<file path="config.mk">
export PLATFORM = sky130hd
export DESIGN_NAME = bsram_burst_master
export DESIGN_NICKNAME = d
export VERILOG_FILES = /design/src/rtl/bsram_pkg.sv /design/src/rtl/bsram_resp_fifo.sv /design/src/rtl/bsram_burst_master.sv
export SDC_FILE = /design/constraint.sdc
export NUM_CORES = 1
export LEC_CHECK = 0
export CORE_AREA = 4 4 76 78
export DETAILED_ROUTE_END_ITERATION = 8
export DIE_AREA = 0 0 80 82
export GPL_ROUTABILITY_DRIVEN = 0
export PLACE_DENSITY = 0.85
export SLEW_MARGIN = 20
export SYNTH_ARGS = -nofsm -noshare
export SYNTH_HDL_FRONTEND = slang
export SYNTH_HIERARCHICAL = 1
export SYNTH_SLANG_ARGS = --single-unit
</file>
<file path="constraint.sdc">
create_clock -name clk -period 6.75 [get_ports clk]
set_input_delay 1.0125 -clock clk [delete_from_list [all_inputs] [get_ports clk]]
set_output_delay 1.0125 -clock clk [all_outputs]
set_load 0.05 [all_outputs]
</file>
<file path="src/rtl/bsram_pkg.sv">
// bsram_pkg: shared state encoding and default widths for the block RAM burst master
package bsram_pkg;
   localparam int BSRAM_AW = 13;
   localparam int BSRAM_DW = 8;
   localparam int BSRAM_LEN_W = 8;
   typedef enum logic [1:0] {IDLE = 2'd0, WRITE = 2'd1, READ = 2'd2, DRAIN = 2'd3} state_t;
endpackage

</file>
<file path="src/rtl/bsram_resp_fifo.sv">
// bsram_resp_fifo: 2-entry response buffer with occupancy count for read credit checks
module bsram_resp_fifo #(
   parameter int W = 9
) (
   input  logic         clk,
   input  logic         reset,
   input  logic         push,
   input  logic [W-1:0] din,
   input  logic         pop,
   output logic [W-1:0] dout,
   output logic [1:0]   count
);
   logic [W-1:0] mem [2];
   logic wp, rp;
   assign dout = mem[rp];
   // storage and pointers; a push and pop in the same cycle leave occupancy unchanged
   always_ff @(posedge clk) begin
      if (reset) begin
         wp <= 1'b0;
         rp <= 1'b0;
         count <= 2'd0;
      end else begin
         if (push) begin
            mem[wp] <= din;
            wp <= ~wp;
         end
         if (pop) rp <= ~rp;
         count <= count + {1'b0, push} - {1'b0, pop};
      end
   end
endmodule

</file>
<file path="src/rtl/bsram_burst_master.sv">
// bsram_burst_master: burst read/write initiator for a 1-cycle-latency single-port block RAM
module bsram_burst_master
   import bsram_pkg::*;
#(
   parameter int AW = BSRAM_AW,
   parameter int DW = BSRAM_DW,
   parameter int LEN_W = BSRAM_LEN_W
) (
   input  logic             clk,
   input  logic             reset,
   input  logic             cmd_valid,
   output logic             cmd_ready,
   input  logic             cmd_write,
   input  logic [AW-1:0]    cmd_addr,
   input  logic [LEN_W-1:0] cmd_len,
   input  logic             wr_valid,
   output logic             wr_ready,
   input  logic [DW-1:0]    wr_data,
   output logic             rd_valid,
   input  logic             rd_ready,
   output logic [DW-1:0]    rd_data,
   output logic             rd_last,
   output logic             busy,
   output logic             ram_ce,
   output logic             ram_oce,
   output logic             ram_wre,
   output logic             ram_reset,
   output logic [AW-1:0]    ram_ad,
   output logic [DW-1:0]    ram_din,
   input  logic [DW-1:0]    ram_dout
);
   state_t state;
   logic [AW-1:0] addr;
   logic [LEN_W-1:0] cnt;
   logic in_flight, in_flight_last, wr_fire, issue, pop;
   logic [1:0] fifo_count;
   logic [DW:0] head;

   assign rd_valid = !reset && fifo_count != 2'd0;
   assign pop = rd_valid && rd_ready;
   assign rd_data = head[DW-1:0];
   assign rd_last = rd_valid && head[DW];
   assign cmd_ready = !reset && state == IDLE && !rd_valid;
   assign wr_ready = !reset && state == WRITE;
   assign wr_fire = wr_valid && wr_ready;
   assign issue = !reset && state == READ &&
                  ({1'b0, fifo_count} + {2'b0, in_flight} - {2'b0, pop} < 3'd2);
   assign ram_ce = wr_fire || issue;
   assign ram_wre = wr_fire;
   assign ram_ad = ram_ce ? addr : '0;
   assign ram_din = wr_fire ? wr_data : '0;
   assign ram_oce = 1'b1;
   assign ram_reset = reset;
   assign busy = state != IDLE || rd_valid;

   bsram_resp_fifo #(.W(DW + 1)) u_fifo (
      .clk(clk),
      .reset(reset),
      .push(in_flight),
      .din({in_flight_last, ram_dout}),
      .pop(pop),
      .dout(head),
      .count(fifo_count)
   );

   // burst sequencing: load on accept, step address/count per beat, drain reads before idling
   always_ff @(posedge clk) begin
      if (reset) begin
         state <= IDLE;
         addr <= '0;
         cnt <= '0;
         in_flight <= 1'b0;
         in_flight_last <= 1'b0;
      end else begin
         in_flight <= issue;
         in_flight_last <= issue && cnt == '0;
         if (cmd_valid && cmd_ready) begin
            state <= cmd_write ? WRITE : READ;
            addr <= cmd_addr;
            cnt <= cmd_len;
         end else if (wr_fire || issue) begin
            addr <= addr + AW'(1);
            cnt <= cnt - LEN_W'(1);
            if (cnt == '0) state <= wr_fire ? IDLE : DRAIN;
         end else if (state == DRAIN && !rd_valid && !in_flight) begin
            state <= IDLE;
         end
      end
   end
endmodule
</file>
Word-level counts from Yosys, hierarchy flattened
Memory sizes are Yosys's and may differ from the RTL's. A register that Yosys moved wholly into a read port is not among the register bits.
Cells that the tools add are included.
Widths: inputs -> output; s select.
- input port bits: 43
- flip-flop bits (word level): 29
- output and inout bits: 38
- logic and storage cells: 64
- memory bits (writable): 18
- memories: 1
- memories (name ; words ; width ; rd ports ; clocked after Yosys merged registers in ; write ports ; RTL line ; RTL):
    u_fifo.mem ; 2 ; 9 ; 1 ; 1 ; 1 ; bsram_resp_fifo.sv:13 ; logic [W-1:0] mem [2];
- reduce and logical (&&, ||, !) cells: 25
- $add $sub $neg: 6
- order comparisons: 1
- muxes and demuxes: 17
- equal/unequal tests: 4
- bitwise gates (word level): 2
- operator list (kind ; number):
    $mux 13 ; 3
    $mux 8 ; 3
    $add 13x1->13 const B ; 1
    $logic_and 1x1->1 ; 13
    $mux 2 ; 6
    $logic_not 8->1 ; 1
    $sub 8x1->8 const B ; 1
    $reduce_bool 2->1 ; 3
    $mux 1 ; 5
    $eq 2x2->1 const B ; 2
    $add 2x1->3 ; 1
    $logic_not 1->1 ; 3
    $lt 3x2->1 const B ; 1
    $ne 3x1->1 const B ; 1
    $reduce_bool 3->1 ; 1
    $sub 3x1->3 ; 1
    $add 2x1->2 ; 1
    $eq 2x1->1 const B ; 1
    $logic_not 2->1 ; 1
    $logic_or 1x1->1 ; 2
    $not 1->1 ; 2
    $reduce_and 2->1 ; 1
    $sub 2x1->2 ; 1

Depth between registers and ports, before layout
- word-level depth: 9
- gate-level depth with buffers: 12
- depth with buffers taken out: 11

Hierarchy
The synthesis kept the hierarchy.
- modules (own cells, without submodules) (module ; sequential area each (µm²) ; area an instance (µm²) ; cells an instance ; times used):
    bsram_burst_master ; 500.5 ; 1656.6 ; 210 ; 1
    bsram_resp_fifo ; 640.6 ; 863.3 ; 47 ; 1

Worst setup path before layout
OpenSTA, ideal clock, no wires.
- kind: input port to output port
- start: input port reset
- end: output port ram_ad[10]
- path slack: 1645 ps
- data required time: 5738 ps
- cell stages on the path: 11
- buffers on the path: 1
- arrival time: 4093 ps
- cells stage by stage: o21bai_1 > inv_1 > and2_1 > ha_1 > nand2b_1 > fa_1 > and4bb_1 > a21oi_2 > inv_2 > clkbuf_1 > and2_1
- word-level cells in the longest chain between the ends: 8
- elaborated cells on any way between the ends: 11
- those cells by class: add/sub: 1; order compare: 1; mux: 1; reduce/logical: 8
- RTL lines (element ; RTL line ; RTL):
    from (decl) ; bsram_burst_master.sv:10 ; input logic reset,
    $logic_not 1->1 ; bsram_burst_master.sv:39 ; assign rd_valid = !reset && fifo_count != 2'd0;
    $logic_and 1x1->1 ; bsram_burst_master.sv:39 ;
    net rd_valid ; bsram_burst_master.sv:19 ; output logic rd_valid,
    $logic_and 1x1->1 ; bsram_burst_master.sv:40 ; assign pop = rd_valid && rd_ready;
    net pop ; bsram_burst_master.sv:35 ; logic in_flight, in_flight_last, wr_fire, issue, pop;
    $sub 3x1->3 ; bsram_burst_master.sv:47 ; ({1'b0, fifo_count} + {2'b0, in_flight} - {2'b0, pop} < 3'd2);
    $lt 3x2->1 ; bsram_burst_master.sv:47 ;
    $logic_and 1x1->1 ; bsram_burst_master.sv:46 ; assign issue = !reset && state == READ &&
    $logic_or 1x1->1 ; bsram_burst_master.sv:48 ; assign ram_ce = wr_fire || issue;
    net ram_ce ; bsram_burst_master.sv:24 ; output logic ram_ce,
    $mux 13 ; bsram_burst_master.sv:50 ; assign ram_ad = ram_ce ? addr : '0;
    to (decl) ; bsram_burst_master.sv:28 ; output logic [AW-1:0] ram_ad,
The timed path passes the listed nets, and every way through them passes these cells.

Worst setup path in the final report
- start: input port reset
- end: output port ram_ad[0]
- word-level cells in the longest chain between the ends: 8
- elaborated cells on any way between the ends: 11
- those cells by class: add/sub: 1; order compare: 1; mux: 1; reduce/logical: 8
- RTL lines (element ; RTL line):
    $logic_not 1->1 ; bsram_burst_master.sv:39
    $logic_and 1x1->1 ; bsram_burst_master.sv:39
    $logic_and 1x1->1 ; bsram_burst_master.sv:40
    net pop ; bsram_burst_master.sv:35
    $sub 3x1->3 ; bsram_burst_master.sv:47
    $lt 3x2->1 ; bsram_burst_master.sv:47
    $logic_and 1x1->1 ; bsram_burst_master.sv:46
    $logic_or 1x1->1 ; bsram_burst_master.sv:48
    $mux 13 ; bsram_burst_master.sv:50
The timed path passes the listed nets, and every way through them passes these cells.

==> results.md <==
* Status: complete, no violations
* Ys flop type: dfxtp_1
* Critical path type: primary input to primary output
* Post-Syn Nets at approximately 300
* CP max-delay cell: a21oi_2
* Final Hold Fails at 0
* CTS buffer count at 5
* Post-synth EDFFs at 18
* Tot Pwr at about 0.74 mW
* Reg2Reg Depth at 11
* Die height at approximately 80 µm
* Hold buffer count at cts at 0
* Mapped Cells at between 200 and 300
* Via-to-Cell Ratio at ~5.5
* Area of the core at ~5000 µm²
* Initial antenna violation count at 0
* TritonCTS clock tree: yes
* Design area at around 3400 µm²
* WL/cell at between 15 and 20 µm
* Leak at approximately 1.2 nW
* Pint at between 0.5 and 0.6 mW
* Resized cells post-CTS at 0
* Global-route wire length before repair at 9620 µm
* Die width at around 80 µm
* Max-Cap Viols at 0
* CP Launch Type: primary input
* H-tree Lvls at 2
* Largest net degree at the start of global routing at 33
* Wirelength, routed at just over 6000 µm
* # setup viols final at 0
* Min-Delay Path Depth at 0
* Max-slew headroom at 45.5%
* Worst reg2reg path startpoint: u_fifo/count[1]
* Worst path required time at between 5 and 6 ns
* Vias at between 2000 and 2500
* Avg Inst Size Synth at just under 10 µm²
* Vias in the first global route at 2112
* Crit Path Max Fanout at 32
* Reg2Reg Setup Slack at between 2 and 3 ns
* Clk_skew at ~0.0036 ns
* Combinational share of power at around 25%
* Mapped cell area at 2520 µm²
* Initial Util at around 50%
* Crit-path cells: clkdlybuf4s50_1, o21bai_1, inv_1, and2_1, ha_1, nand2b_1, fa_1, and4bb_1, a21oi_2, inv_2, and2_1, buf_4
* Nets at 380
* PwrDens at roughly 220 nW/µm²
* Clk root buf: clkbuf_8
* Crit path top cell by count: and2_1
* Switching share of power at between 30% and 40%
* Distinct cells, synth at 55
* Dpl cell area at ~3300 µm²
* Setup TNS Final at 0 ns
* RSZ-0062 raised after global routing: false
* Die area at roughly 6600 µm²
* Synth-to-Final Area Change at 36.1%
* Total GRT Usage at a little under a fifth
* Seq/Total Area, Yosys at a little under half
* Worst setup slack after placement at about 1.2 ns
* Hold WC Path Type: register to register
* Clock buffer depth at 2
* Diode count at 0
* Drt pass-1 iters at 4
* Ys Warns at 6
* Worst R2R End: addr[0]
* Final cycle utilization of the critical path at around 83%
* Share of layout cells above drive strength 1 at between 10% and 20%
* Global route overflow at 0
* Slew of the pin with the lowest slew margin at 0.806 ns
* ANT nets after route at 0
* Async set-or-reset flop fraction in the synthesized netlist at 0%
* # DRC at 0
* Critical Path AT at around 4.6 ns
* Clock slew at reported path FFs at 0.09 ns
* Seq pwr share at 46.5%
* Slew Viols, Final at 0
* Final worst slack at roughly 1.1 ns
* Max Fclk at ~180 MHz
* Buffers on Ports at 79
* Crit. End Element: primary output
* Detailed Place HPWL at 4310 µm
* Clk_lat worst skew at ~0.3 ns
* Min-delay src: in_flight_last
* Site Rows at 26
* Ports at 81
* Post-CTS Setup Bufs at 0
* Clock power share at around 28%
* Peak VDD IR at ~0.14 mV
* Min-Delay Endpoint: u_fifo/mem[1][8]
* Sw power at ~0.23 mW
* Sink Count at 48
* Yosys reg bits at 48
* DR iter-0 viols at 81
* Largest stage delay, worst path at approximately 0.6 ns
* Final worst path period need at roughly 5.6 ns
[cells by family after synthesis]
kind of cell    Yosys count  share of synthesized area [%]
simple gates            104                           22.8
compound gates           48                           14.1
flops                    48                           45.3
buf+inv                  30                           5.41
mux                      15                           6.50
fa+ha+maj                 7                           3.77
xor+xnor                  4                           1.94
other cells               1                          0.149
[state kept, by name, indices dropped and copies added, names as in the netlist, named ones only]
| signal | cells |
|---|---|
| u_fifo/mem | 18 |
| addr | 13 |
| cnt | 8 |
| state | 2 |
| u_fifo/count | 2 |
| in_flight | 1 |
| in_flight_last | 1 |
| u_fifo/rp | 1 |
| u_fifo/wp | 1 |
[placed cells by master (no fill, tap or decap), types with 5 or more instances in the layout]
cell             count
a311oi_1             5
inv_1               13
buf_4               14
clkdlybuf4s50_1     68
nand2_1             15
nand3_1              9
a21oi_1              6
nor2_1              25
edfxtp_1            18
a31oi_1              5
mux2_2              11
dfxtp_1             30
ha_1                 6
clkbuf_8             5
and2_1              22
[synth_stat cells, types with 3 or more instances]
library cell  count  area (µm²)
xnor2_1           3        26.3
dfxtp_1          30         601
ha_1              6        75.1
nor3_1            3        15.0
o21ai_0           4        20.0
and2_1           22         138
a311oi_1          5        43.8
nand2_1          15        56.3
nor2_1           25        93.8
inv_1            13        48.8
a21oi_1           6        30.0
mux2i_1           4        40.0
buf_2             4        20.0
a31oi_1           5        31.3
edfxtp_1         18         541
a22oi_1           3        22.5
nand3_1           9        45.0
nor4_1            4        25.0
o211ai_1          4        30.0
and4_1            4        35.0
mux2_2           11         124
clkbuf_1          8        30.0
nand4_1           4        25.0
a32oi_1           4        35.0
or4_1             3        22.5
buf_4             3        22.5
[per-stage QoR]
stage	hold WS, ns	cells	util (%)
2_1_floorplan	0.404	257	-
3_3_place_gp	0.413	393	65.2
3_5_place_dp	0.429	393	65.2
4_1_cts	0.455	401	67.5
5_1_grt	0.463	401	67.6
6_report	0.468	401	67.6
[cell type report]
class,count,area (µm²)
timing repair buffer,82,786
inverter,14,52.6
sequential,48,1140
fill,410,1640
clock inverter,3,46.3
tap,70,87.6
multi-input combinational,179,1250
clock buffer,5,68.8
[worst max-delay path: cells and delay by family]
kind	cells	cell delay [ns]
compound gates	2	0.76
simple gates	4	0.88
buf+inv	4	1.22
fa+ha+maj	2	0.74
[power by group through the flow]
stage	Combinational (mW)	Sequential, mW	Clock [mW]
6_report	0.185	0.345	0.211
5_1_grt	0.201	0.349	0.227
4_1_cts	0.185	0.345	0.215
3_5_place_dp	0.183	0.351	0
3_3_place_gp	0.178	0.350	0
2_1_floorplan	0.126	0.343	0
[worst max-delay path by stage]
stage	depth (start not counted)	start	to
after CTS	12	reset	ram_ad[0]
after detailed placement	12	reset	ram_ad[0]
after global placement	12	reset	ram_ad[0]
final	12	reset	ram_ad[0]
after global routing	12	reset	ram_ad[0]
after floorplan	11	reset	ram_ad[10]
[layer usage]
layer,vias up,GRT usage [%],share of wire (%)
li1,1089,-,-
met4,0,5.07,1.2
met5,-,0,0
met3,8,5.48,7.5
met1,1026,22.0,42
met2,70,32.2,49
Power figures use the tool's default switching activity.
